$ cat src/rtl/raccoon_pkg.sv
// raccoon_pkg: shared definitions for the coefficient datapath.
//   COEF_W        - coefficient lane width (bits)
//   PACK_N        - lanes packed into one combined word
//   split_state_t - state encoding of the split_50 unpacker
package raccoon_pkg;

  localparam int COEF_W = 25;
  localparam int PACK_N = 2;

  typedef enum logic {
    IDLE = 1'b0,
    EMIT = 1'b1
  } split_state_t;

endpackage

$ cat src/rtl/split_50.sv
// split_50: unpacks one N*W-bit word into N consecutive W-bit lanes.
// Inverse of the 25->50 combiner: the packed word goes back into 25-bit
// processing units. Both sides use valid/ready handshakes; a new word is
// accepted in the same cycle the last lane of the current word leaves.
//
// Ports:
//   clk, rst          - clock, synchronous active-high reset
//   din[N*W]          - packed input word (lane N-1 in the MSBs)
//   din_valid/ready   - input handshake (ready depends on dout_ready)
//   dout[W]           - current output lane
//   dout_valid/ready  - output handshake
//   dout_last         - current lane is the final lane of its word
//   busy              - a word is held (same as dout_valid)
//
// Build option: define SPLIT_50_LSB_FIRST_EN to emit lane 0 first
// (shift right, dout from the LSBs). Default is MSB lane first.
module split_50
  import raccoon_pkg::*;
#(
  parameter int W = COEF_W,
  parameter int N = PACK_N
) (
  input  logic           clk,
  input  logic           rst,
  input  logic [N*W-1:0] din,
  input  logic           din_valid,
  output logic           din_ready,
  output logic [W-1:0]   dout,
  output logic           dout_valid,
  input  logic           dout_ready,
  output logic           dout_last,
  output logic           busy
);

  localparam int             IW       = (N > 1) ? $clog2(N) : 1;
  localparam logic [IW-1:0]  LAST_IDX = IW'(N - 1);

  split_state_t   state_q;
  logic [IW-1:0]  idx_q;
  logic [N*W-1:0] sreg_q;
  logic [N*W-1:0] sreg_shf;
  logic           at_last;
  logic           accept;
  logic           consume;

`ifdef SPLIT_50_LSB_FIRST_EN
  assign dout     = sreg_q[W-1:0];
  assign sreg_shf = sreg_q >> W;
`else
  assign dout     = sreg_q[N*W-1 -: W];
  assign sreg_shf = sreg_q << W;
`endif

  assign at_last    = (idx_q == LAST_IDX);
  assign dout_valid = (state_q == EMIT);
  assign busy       = dout_valid;
  assign dout_last  = at_last && dout_valid;
  // Only combinational input->output path: the last lane leaving frees
  // the register for the next word in the same cycle.
  assign din_ready  = (state_q == IDLE) || (at_last && dout_ready);

  assign accept  = din_valid && din_ready;
  assign consume = dout_valid && dout_ready;

  always_ff @(posedge clk) begin
    if (rst) begin
      state_q <= IDLE;
      idx_q   <= '0;
      sreg_q  <= '0;
    end else begin
      case (state_q)
        IDLE: begin
          if (accept) begin
            sreg_q  <= din;
            idx_q   <= '0;
            state_q <= EMIT;
          end
        end
        EMIT: begin
          if (consume) begin
            if (!at_last) begin
              sreg_q <= sreg_shf;
              idx_q  <= idx_q + 1'b1;
            end else if (accept) begin
              // last lane out, next word in: no bubble
              sreg_q <= din;
              idx_q  <= '0;
            end else begin
              idx_q   <= '0;
              state_q <= IDLE;
            end
          end
        end
        default: state_q <= IDLE;
      endcase
    end
  end

endmodule

$ cat config.mk
export PLATFORM = sky130hd
export DESIGN_NAME = split_50
export DESIGN_NICKNAME = d
export VERILOG_FILES = /design/src/rtl/raccoon_pkg.sv /design/src/rtl/split_50.sv
export SDC_FILE = /design/constraint.sdc
export NUM_CORES = 1
export LEC_CHECK = 0
export ABC_CLOCK_PERIOD_IN_PS = 1800
export CAP_MARGIN = 10
export CORE_ASPECT_RATIO = 0.9
export CORE_MARGIN = 5
export CORE_UTILIZATION = 45
export CTS_CLUSTER_DIAMETER = 150
export DETAILED_ROUTE_END_ITERATION = 12
export GPL_ROUTABILITY_DRIVEN = 1
export PLACE_DENSITY = 0.85
export SETUP_SLACK_MARGIN = 0.4
export SLEW_MARGIN = 20
export SYNTH_ARGS = -nofsm -noshare
export SYNTH_HDL_FRONTEND = slang
export SYNTH_SLANG_ARGS = --single-unit
$ cat constraint.sdc
create_clock -name clk -period 1.8 [get_ports clk]
set_clock_uncertainty 0.1 [all_clocks]
set_input_delay 0.36 -clock clk [delete_from_list [all_inputs] [get_ports clk]]
set_output_delay 0.36 -clock clk [all_outputs]
set_load 0.01 [all_outputs]
==> results of run 1 <==
sequential cells by signal (all words and copies together), names as in the netlist:
signal,cells
busy,1
sreg_q,50
at_last,1
per-stage QoR:
stage | hold WS (ns) | instance area (µm²)
2_1_floorplan | 0.3307 | 2442
3_3_place_gp | 0.3460 | 3172
3_5_place_dp | 0.3455 | 3172
4_1_cts | 0.3789 | 3774
5_1_grt | 0.3962 | 4084
6_report | 0.3786 | 4084
worst register-to-register path, stage by stage (launching register included):
cell and delay, ns:
dfxtp_4 0.37, buf_6 0.12, and2b_2 0.25, o31ai_4 0.25
buf_12 0.18, buf_6 0.12, buf_16 0.11, a22o_1 0.14
where the power goes:
| part | leakage [nW] | switching, mW | internal [mW] | total, mW |
|---|---|---|---|---|
| clock network | 0.0558 | 0.408 | 0.421 | 0.829 |
| logic | 1.21 | 0.342 | 0.532 | 0.873 |
| registers | 0.434 | 0.0694 | 1.24 | 1.31 |
final timing paths:
path,start,endpoint,slack [ns]
worst max register to register,at_last,sreg_q[11],0.12
worst min-delay path,sreg_q[19],sreg_q[19],0.38
worst max-delay path,at_last,sreg_q[11],0.12
worst min register to register,sreg_q[19],sreg_q[19],0.38
cells in the mapped netlist:
| cell | count |
|---|---|
| dfxtp_1 | 52 |
| buf_4 | 26 |
| a22o_1 | 25 |
| a221oi_1 | 17 |
| mux2i_1 | 17 |
| or3b_2 | 16 |
| o21ai_0 | 15 |
| buf_2 | 8 |
| a221o_1 | 7 |
| and2_1 | 6 |
| buf_6 | 6 |
| clkbuf_1 | 6 |
| nor2b_1 | 3 |
| o21ai_1 | 3 |
| a21oi_1 | 2 |
| and2_0 | 2 |
| a211oi_1 | 1 |
| a21bo_2 | 1 |
| and2b_1 | 1 |
| and4bb_2 | 1 |
| buf_8 | 1 |
| inv_1 | 1 |
| nand2_1 | 1 |
| nand3b_1 | 1 |
| nor2_1 | 1 |
| nor3b_2 | 1 |
| o31ai_4 | 1 |
| o41ai_1 | 1 |
| or3b_1 | 1 |
| or3b_4 | 1 |
logic make-up (layout without fill, tap and decap cells):
logic type	count (synthesis)	after routing	synth area share, %
simple gates	35	35	11.44
flops	52	52	43.06
buf+inv	48	145	14.23
compound gates	73	73	24.22
mux	17	17	7.039
cell type report:
| cell class | count | area (µm²) |
|---|---|---|
| inverters | 1 | 3.754 |
| well taps | 67 | 83.83 |
| clock buffers | 6 | 72.57 |
| fillers | 300 | 1140 |
| multi-input cells | 125 | 1270 |
| clock inverters | 2 | 38.79 |
| repair buffers | 136 | 1549 |
| flip-flops and latches | 52 | 1066 |
layer usage:
metal  vias to the layer above  global-route usage, %  part of all wire [%]
met3                        15                  5.779                   8.4
li1                       1019                      -                     -
met4                         0                  5.675                   2.0
met2                       110                  37.65                    49
met5                         -                      0                     0
met1                      1094                  27.02                    41
what timing repair did:
item	4_1_cts	5_1_grt
setup buffers	18	5
setup endpoints to repair	80	80
gates resized for setup	126	94
pin swaps	31	34
cloned	8	4
==> qor.csv, run 1 <==
metric,value,unit
status,"finished, final reports clean",
chip height,79.53,µm
"Net Count, Synth",279,
clock latency on the worst-skew pair,0.32,ns
initial antenna violation count,0,
"slowest stage delay, CP",0.37,ns
Max Cap Viol,0,
Placer Congestion,0.7860,
Synth-to-Final Area Change,68.94,%
PwrDens,737.3,nW/µm²
global-route usage over all layers,21.93,%
total CTS buffers,5,
core region area,5224,µm²
"Slowest-stage cell, CP",dfxtp_4,
synthesized flop and latch total,52,
Yosys top cell area share,43.06,%
fin. max-slew vios,0,
n_diodes,0,
Top delay family on crit path,buffers and inverters,
Iteration-0 DRC Markers,116,
number of global-route vias before repair,2267,
Hold Path Class,reg -> reg,
Worst Setup End Kind,register,
CP Depth,7,
"Cell Area, Synth",2417,µm²
Vias/cell,5.753,
vias post-DR,2238,
"Min Clock Period, post-route",1.685,ns
drt drc,0,
post-synthesis sequential area ratio,43.06,%
startpoint type of the worst setup path,register,
CTS Buffer Depth,2,
final setup fails,0,
HPWL after DPL,4351,µm
Port Buf Inserts,82,
Peak VDD IR,620.1,µV
Buf/Inv on CP,4,
WP data required,1.96,ns
first-pass GRT wire length,11920,µm
hold_buf cts,0,
CTS root buffer,clkbuf_8,
"CTS clk-pin slew, worst paths",0.10,ns
"top cells by area, synth","dfxtp_1, a22o_1, buf_4",
Cell Count Post-Placement,346,
final std cells w/o fill,389,
DRT Pass-1 Iters,4,
Synth area leader,dfxtp_1,
Final nets,375,
slew margin rel.,81.31,%
total gr overflow,0,
syn_area_per_cell,10.74,µm²
layout cells sized above 1,49.07,%
Routed Antenna Nets,0,
Rows,25,
Lkg Pwr,1.701,nW
Reg2Reg Depth,7,
hold path cells,1,
CTS Sinks,52,
"wirelength, routed",8755,µm
worst-path cell chain,"buf_6, and2b_2, o31ai_4, buf_12, buf_6, buf_16, a22o_1",
most frequent cells in the layout,"clkdlybuf4s50_1, dfxtp_1, a22o_1, buf_6, buf_4",
routed len/inst,22.51,µm
setup ws final,0.1154,ns
Ports,83,
fin util,78.18,%
period utilization,93.59,%
CTS tree,built,
largest net degree at the start of global routing,20,
"Hold Vio Cnt, Final",0,
initial core utilization,46.28,%
cell count after synthesis,225,
critical path arrival,1.85,ns
"commonest non-fill, non-tap cell in the layout",clkdlybuf4s50_1,
worst slew pin tran,0.2725,ns
Most common cell on crit path,buf_6,
Netlist cell types,30,
"critical path fanouts, max",7,
critical path class,reg -> reg,
setup_tns,0,ns
RSZ-0062 raised after global routing,true,
fmax,593.6,MHz
Post-Place Setup Slack,-0.4780,ns
Die Wd,87.26,µm
H-tree levels,2,
yosys warns,0,
die footprint,6939,µm²
Pwr Total,3.011,mW
(Power assumes the default switching activity.)
==> run 2, diff against run 1 <==
Settings changed: ABC_AREA set to 1, PLACE_DENSITY 0.85 to 0.84, TNS_END_PERCENT set to 50.
==> run 2 against run 1 <==
Compared with the run above: non-clock buffer count down 32; design area down 11%; cell count up 34%; synthesized cell count up 71%; via count up 16%; setup slack better by 0.21 ns; register-to-register slack better by 0.24 ns; count of clock-buffer cells in the layout down 1; hold slack worse by 0.013 ns.
==> qor.csv, run 2 <==
metric,value,unit,change
yosys warns,0,,unchanged
hold path cells,2,,was 1
RR Endpoint,sreg_q[40],,was sreg_q[11]
"Hold Vio Cnt, Final",0,,unchanged
number of global-route vias before repair,2334,,was 2267
CTS tree,built,,unchanged
Iteration-0 DRC Markers,166,,was 116
number of flops mapped to enable cells by yosys,0,,unchanged
fin. max-slew vios,0,,unchanged
Lkg Pwr,1.680,nW,was 1.701 nW
Rows,26,,was 25
final setup fails,0,,unchanged
Vias/cell,4.952,,was 5.753
HPWL after DPL,4728,µm,was 4351 µm
Synth top cells by count,"nand2_1, dfxtp_1, a21oi_1",,"was dfxtp_1, buf_4, a22o_1"
"commonest non-fill, non-tap cell in the layout",nand2_1,,was clkdlybuf4s50_1
syn_area_per_cell,6.650,µm²,was 10.74 µm²
Synth area leader,dfxtp_1,,unchanged
internal power,1.988,mW,was 2.192 mW
Port Buf Inserts,82,,unchanged
Sw Pwr,781.5,µW,was 819.3 µW
layout cells sized above 1,15.04,%,was 49.07%
startpoint type of the worst setup path,register,,unchanged
hold_buf cts,0,,unchanged
Pwr Total,2.770,mW,was 3.011 mW
"Min Clock Period, post-route",1.474,ns,was 1.685 ns
worst slew pin tran,0.4611,ns,was 0.2725 ns
Routed Antenna Nets,0,,unchanged
WP data required,1.34,ns,was 1.96 ns
Netlist cell types,16,,was 30
reg2reg setup slack,0.36,ns,was 0.12 ns
Reg-to-Reg Start,busy,,was at_last
"count leader, synth",nand2_1,,was dfxtp_1
synthesized flop and latch total,52,,unchanged
register with the most flip-flops,sreg_q,,unchanged
total gr overflow,0,,unchanged
"top cells by area, synth","dfxtp_1, nand2_1, buf_4",,"was dfxtp_1, a22o_1, buf_4"
PwrDens,757.9,nW/µm²,was 737.3 nW/µm²
Flop pwr share,46.5,%,was 43.5%
"critical path fanouts, max",2,,was 7
"Cell Area, Synth",2554,µm²,was 2417 µm²
DRT Pass-1 Iters,5,,was 4
Synth Flop Type,dfxtp_1,,unchanged
n_diodes,0,,unchanged
status,"finished, final reports clean",,unchanged
"Async S/R FF share, synth",0,%,unchanged
combinational share of power,24.3,%,was 29.0%
global-route usage over all layers,19.56,%,was 21.93%
RSZ-0062 raised after global routing,true,,unchanged
die footprint,7283,µm²,was 6939 µm²
Die Wd,89.41,µm,was 87.26 µm
first-pass GRT wire length,10970,µm,was 11920 µm
"wirelength, routed",7425,µm,was 8755 µm
Placer Congestion,0.8140,,was 0.7860
routed len/inst,14.22,µm,was 22.51 µm
"Net Count, Synth",438,,was 279
busiest grt layer,met2,,unchanged
drt drc,0,,unchanged
GR Layer Usage met2,32.25,%,was 37.65%
fmax,678.3,MHz,was 593.6 MHz
setup_tns,0,ns,unchanged
Synth-to-Final Area Change,43.12,%,was 68.94%
critical path class,reg -> out,,was reg -> reg
min-delay src,sreg_q[41],,was sreg_q[19]
max FFs per register,50,,unchanged
total CTS buffers,5,,unchanged
Worst Setup End Kind,output pin,,was register
initial core utilization,45.64,%,was 46.28%
CTS Sinks,52,,unchanged
Yosys top cell area share,40.76,%,was 43.06%
net switching fraction of the power,28.21,%,was 27.21%
period utilization,81.91,%,was 93.59%
Reg2Reg Depth,10,,was 7
largest net degree at the start of global routing,36,,was 20
critical path arrival,1.01,ns,was 1.85 ns
Max Cap Viol,0,,unchanged
Fill cells,480,,was 300
cell count after synthesis,384,,was 225
vias post-DR,2585,,was 2238
core region area,5595,µm²,was 5224 µm²
initial antenna violation count,0,,unchanged
CTS Buffer Depth,2,,unchanged
CTS root buffer,clkbuf_8,,unchanged
multi-input logic area,1141,µm²,was 1270 µm²
register area,1047,µm²,was 1066 µm²
Hold Path End,sreg_q[41],,was sreg_q[19]
Clk pwr share,29.2,%,was 27.5%
Hold Path Class,reg -> reg,,unchanged
Final nets,505,,was 375
slew margin rel.,69.26,%,was 81.31%
most frequent cells in the layout,"nand2_1, clkdlybuf4s50_1, dfxtp_1, inv_1, a21oi_1",,"was clkdlybuf4s50_1, dfxtp_1, a22o_1, buf_6, buf_4"
H-tree levels,2,,unchanged
Peak VDD IR,428.8,µV,was 620.1 µV
"CTS clk-pin slew, worst paths",0.10,ns,about the same
Ports,83,,unchanged
Hold Slack,0.3652,ns,was 0.3786 ns
chip height,81.47,µm,was 79.53 µm
clock latency on the worst-skew pair,0.31,ns,was 0.32 ns
GRT met1 Usage,25.02,%,was 27.02%
M3 GR Usage,4.413,%,was 5.779%
post-synthesis sequential area ratio,40.76,%,was 43.06%
[run 2: changes by cell type after synthesis, moves of 25 or more]
cell,before,now
nand2_1,1,129
nand3_1,0,28
a22o_1,25,0
a21oi_1,2,38
inv_1,1,37
nor2_1,1,29
[run 2: final cells by class]
cell class                 instances  area share (%)
sequential                        52           28.65
timing repair inverter             2          0.3423
inverter                          39           4.382
multi-input combinational        247           31.22
clock inverter                     3           1.164
clock buffer                       5           1.883
timing repair buffer             104           29.96
tap                               70           2.396
[run 2: how the worst max path moves through the flow]
stage | from | to | depth (start not counted)
6_report | busy | busy | 3
5_1_grt | at_last | sreg_q[37] | 9
4_1_cts | busy | din_ready | 3
3_5_place_dp | dout_ready | din_ready | 4
3_3_place_gp | dout_ready | din_ready | 4
2_1_floorplan | at_last | din_ready | 3
[run 2: logic make-up after synthesis]
logic type,after synthesis,synth area share [%]
and+or+nand+nor,190,30.28
AOI/OAI and AO/OA,57,11.32
DFF,52,40.76
buffers and inverters,85,17.64
[run 2: through the flow]
stage	instances	area, µm²	util, %	setup WS [ns]
after floorplan	384	2555	-	0.4538
after global placement	503	3294	58.88	-0.1977
after detailed placement	503	3294	58.88	-0.2118
after CTS	516	3468	61.99	0.2008
after global routing	522	3655	65.32	0.2877
final	522	3655	65.32	0.3256
[run 2: worst max-delay path, cell delays in order (launching register included)]
cell,delay [ns]
dfxtp_4,0.36
buf_6,0.12
buf_6,0.11
buf_6,0.11
[run 2: what timing repair did]
item | CTS | global route
pin swaps | 0 | 8
resized for setup | 72 | 41
endpoints found under the setup margin | 80 | 79
setup buffers | 4 | 2
cloned | 1 | 4
[run 2: power groups by stage]
| stage | Combinational [mW] | Clock (mW) | Sequential [mW] |
|---|---|---|---|
| floorplan | 0.360 | 0 | 1.30 |
| global placement | 0.585 | 0 | 1.31 |
| detailed placement | 0.600 | 0 | 1.31 |
| CTS | 0.607 | 0.819 | 1.28 |
| global route | 0.736 | 0.875 | 1.30 |
| finish | 0.673 | 0.810 | 1.29 |
[run 2: per-layer routing]
| layer | wire, µm | share of wire, % |
|---|---|---|
| met3 | 544 | 7.3 |
| met5 | 0 | 0 |
| met2 | 3717 | 50 |
| met1 | 3024 | 41 |
| met4 | 139 | 1.9 |
==> run 3, diff against run 2 <==
Settings changed: ABC_CLOCK_PERIOD_IN_PS 1800 to 1400.
Clock period 1.8 ns to 1.4 ns, I/O delays scaled along.
==> run 3 against run 2 <==
Compared with the run above: the run now ends with negative setup slack left; sequential cell count did not move; routed wire length rose by 12%; design area rose by 7.4%; critical path type is now reg -> reg.
==> qor.csv, run 3 (synthesis results as in run 2) <==
metric,value,unit,change
HPWL after DPL,4854,µm,was 4728 µm
fmax,693.0,MHz,
slew margin rel.,69.34,%,was 69.26%
Peak VDD IR,589.0,µV,was 428.8 µV
Routed Antenna Nets,0,,unchanged
drt drc,0,,unchanged
Port Buf Inserts,82,,unchanged
first-pass GRT wire length,11890,µm,was 10970 µm
"CTS clk-pin slew, worst paths",0.10,ns,about the same
H-tree levels,2,,unchanged
CTS tree,built,,unchanged
largest net degree at the start of global routing,36,,unchanged
total gr overflow,0,,unchanged
Lkg Pwr,1.805,nW,was 1.680 nW
routed len/inst,15.35,µm,was 14.22 µm
fin. max-slew vios,0,,unchanged
initial core utilization,45.64,%,unchanged
Vias/cell,5.165,,was 4.952
Rows,26,,unchanged
"Min Clock Period, post-route",1.443,ns,
global-route usage over all layers,20.95,%,was 19.56%
total CTS buffers,5,,unchanged
Max Cap Viol,0,,unchanged
initial antenna violation count,0,,unchanged
"commonest non-fill, non-tap cell in the layout",nand2_1,,unchanged
CTS root buffer,clkbuf_8,,unchanged
fin util,70.15,%,was 65.32%
number of global-route vias before repair,2546,,was 2334
Worst Setup End Kind,register,,was output pin
startpoint type of the worst setup path,register,,unchanged
"critical path fanouts, max",9,,was 2
status,finished with violations,,"was finished, final reports clean"
Synth-to-Final Area Change,53.70,%,was 43.12%
PwrDens,918.4,nW/µm²,was 757.9 nW/µm²
die footprint,7283,µm²,unchanged
worst slew pin tran,0.4600,ns,was 0.4611 ns
final std cells w/o fill,540,,was 522
max FFs per register,50,,unchanged
hold path cells,2,,unchanged
Final nets,523,,was 505
Fill cells,428,,was 480
"Hold Vio Cnt, Final",0,,unchanged
clock latency on the worst-skew pair,0.30,ns,was 0.31 ns
period utilization,103.1,%,
DRT Pass-1 Iters,5,,unchanged
"wirelength, routed",8290,µm,was 7425 µm
chip height,81.47,µm,unchanged
Hold Slack,0.3647,ns,was 0.3652 ns
Cell Count Post-Placement,509,,was 503
Ports,83,,unchanged
setup ws final,-0.04302,ns,was 0.3256 ns
most frequent cells in the layout,"nand2_1, clkdlybuf4s50_1, buf_6, inv_1",,"was nand2_1, clkdlybuf4s50_1, dfxtp_1, inv_1, a21oi_1"
critical path arrival,1.55,ns,was 1.01 ns
Post-Place Setup Slack,-0.4556,ns,was -0.2118 ns
Die Wd,89.41,µm,unchanged
failing checks,negative setup slack,,
CTS Sinks,52,,unchanged
final setup fails,2,,was 0
Iteration-0 DRC Markers,216,,was 166
WP data required,1.51,ns,was 1.34 ns
layout cells sized above 1,30.49,%,was 15.04%
Placer Congestion,0.8195,,was 0.8140
Reg2Reg Depth,10,,unchanged
core region area,5595,µm²,unchanged
critical path class,reg -> reg,,was reg -> out
Hold Path Class,reg -> reg,,unchanged
vias post-DR,2789,,was 2585
hold_buf cts,0,,unchanged
CTS Buffer Depth,2,,unchanged
RSZ-0062 raised after global routing,true,,unchanged
register with the most flip-flops,sreg_q,,unchanged
==> run 3: cell count changes in the layout (fill, tap and decap cells not counted), moves of 5 or more <==
cell	previous run	this run
buf_6	10	38
dfxtp_1	49	25
dfxtp_2	2	25
clkdlybuf4s15_1	14	0
buf_4	7	20
a21oi_1	36	26
a21oi_2	2	11
o21ai_0	17	12
==> run 3: final cells by class <==
cell class              count  area, µm²  share of cell area (%)
repair inverters            1      7.507                  0.1913
clock buffers               6      82.58                   2.104
diodes                      1      2.502                 0.06376
well taps                  70      87.58                   2.231
inverters                  39      165.2                   4.208
multi-input cells         247       1191                   30.35
flip-flops and latches     52       1080                   27.51
repair buffers            123       1300                   33.12
clock inverters             1      8.758                  0.2231
==> run 3: metrics by stage <==
stage,TNS [ns],power [mW],instance area (µm²)
floorplan,0,2.143,2585
global placement,-19.53,2.449,3341
detailed placement,-20.70,2.469,3341
CTS,0,3.462,3699
global route,-1.584,3.763,3923
finish,-0.05862,3.605,3925
==> run 3: worst paths after layout <==
check | endpoint | slack, ns | startpoint
worst max register to register | sreg_q[45] | -0.04 | at_last
worst min-delay path | sreg_q[16] | 0.36 | sreg_q[16]
worst min register to register | sreg_q[16] | 0.36 | sreg_q[16]
worst max-delay path | sreg_q[45] | -0.04 | at_last
==> run 3: critical path, stage by stage (launching register included) <==
cell	delay (ns)
dfxtp_2	0.34
nand2_2	0.07
nand2_4	0.06
buf_8	0.13
nand2_4	0.11
inv_8	0.06
buf_12	0.13
nand2_1	0.09
nand3_1	0.10
nand2_1	0.10
inv_1	0.05
==> run 3: per-layer routing <==
| layer | global-route usage (%) | vias up | wire length [µm] |
|---|---|---|---|
| met1 | 26.56 | 1302 | 3340 |
| li1 | - | 1334 | - |
| met2 | 35.35 | 130 | 4083 |
| met4 | 7.738 | 0 | 229 |
| met3 | 3.912 | 23 | 637 |
| met5 | 0 | - | 0 |
==> run 3: power breakdown <==
group	internal, mW	total, mW	switching [mW]	leakage [nW]
Clock	0.396	0.890	0.494	0.0473
Combinational	0.559	1.04	0.479	1.32
Sequential	1.59	1.68	0.0820	0.438
Total	2.55	3.60	1.06	1.80
==> run 3: repair_timing <==
| action | in CTS | in global routing |
|---|---|---|
| gates cloned | 4 | 2 |
| endpoints found under the hold margin | 0 | 0 |
| pin swaps | 4 | 13 |
| setup buffers | 15 | 2 |
| resized for setup | 181 | 55 |
| setup endpoints to repair | 81 | 81 |
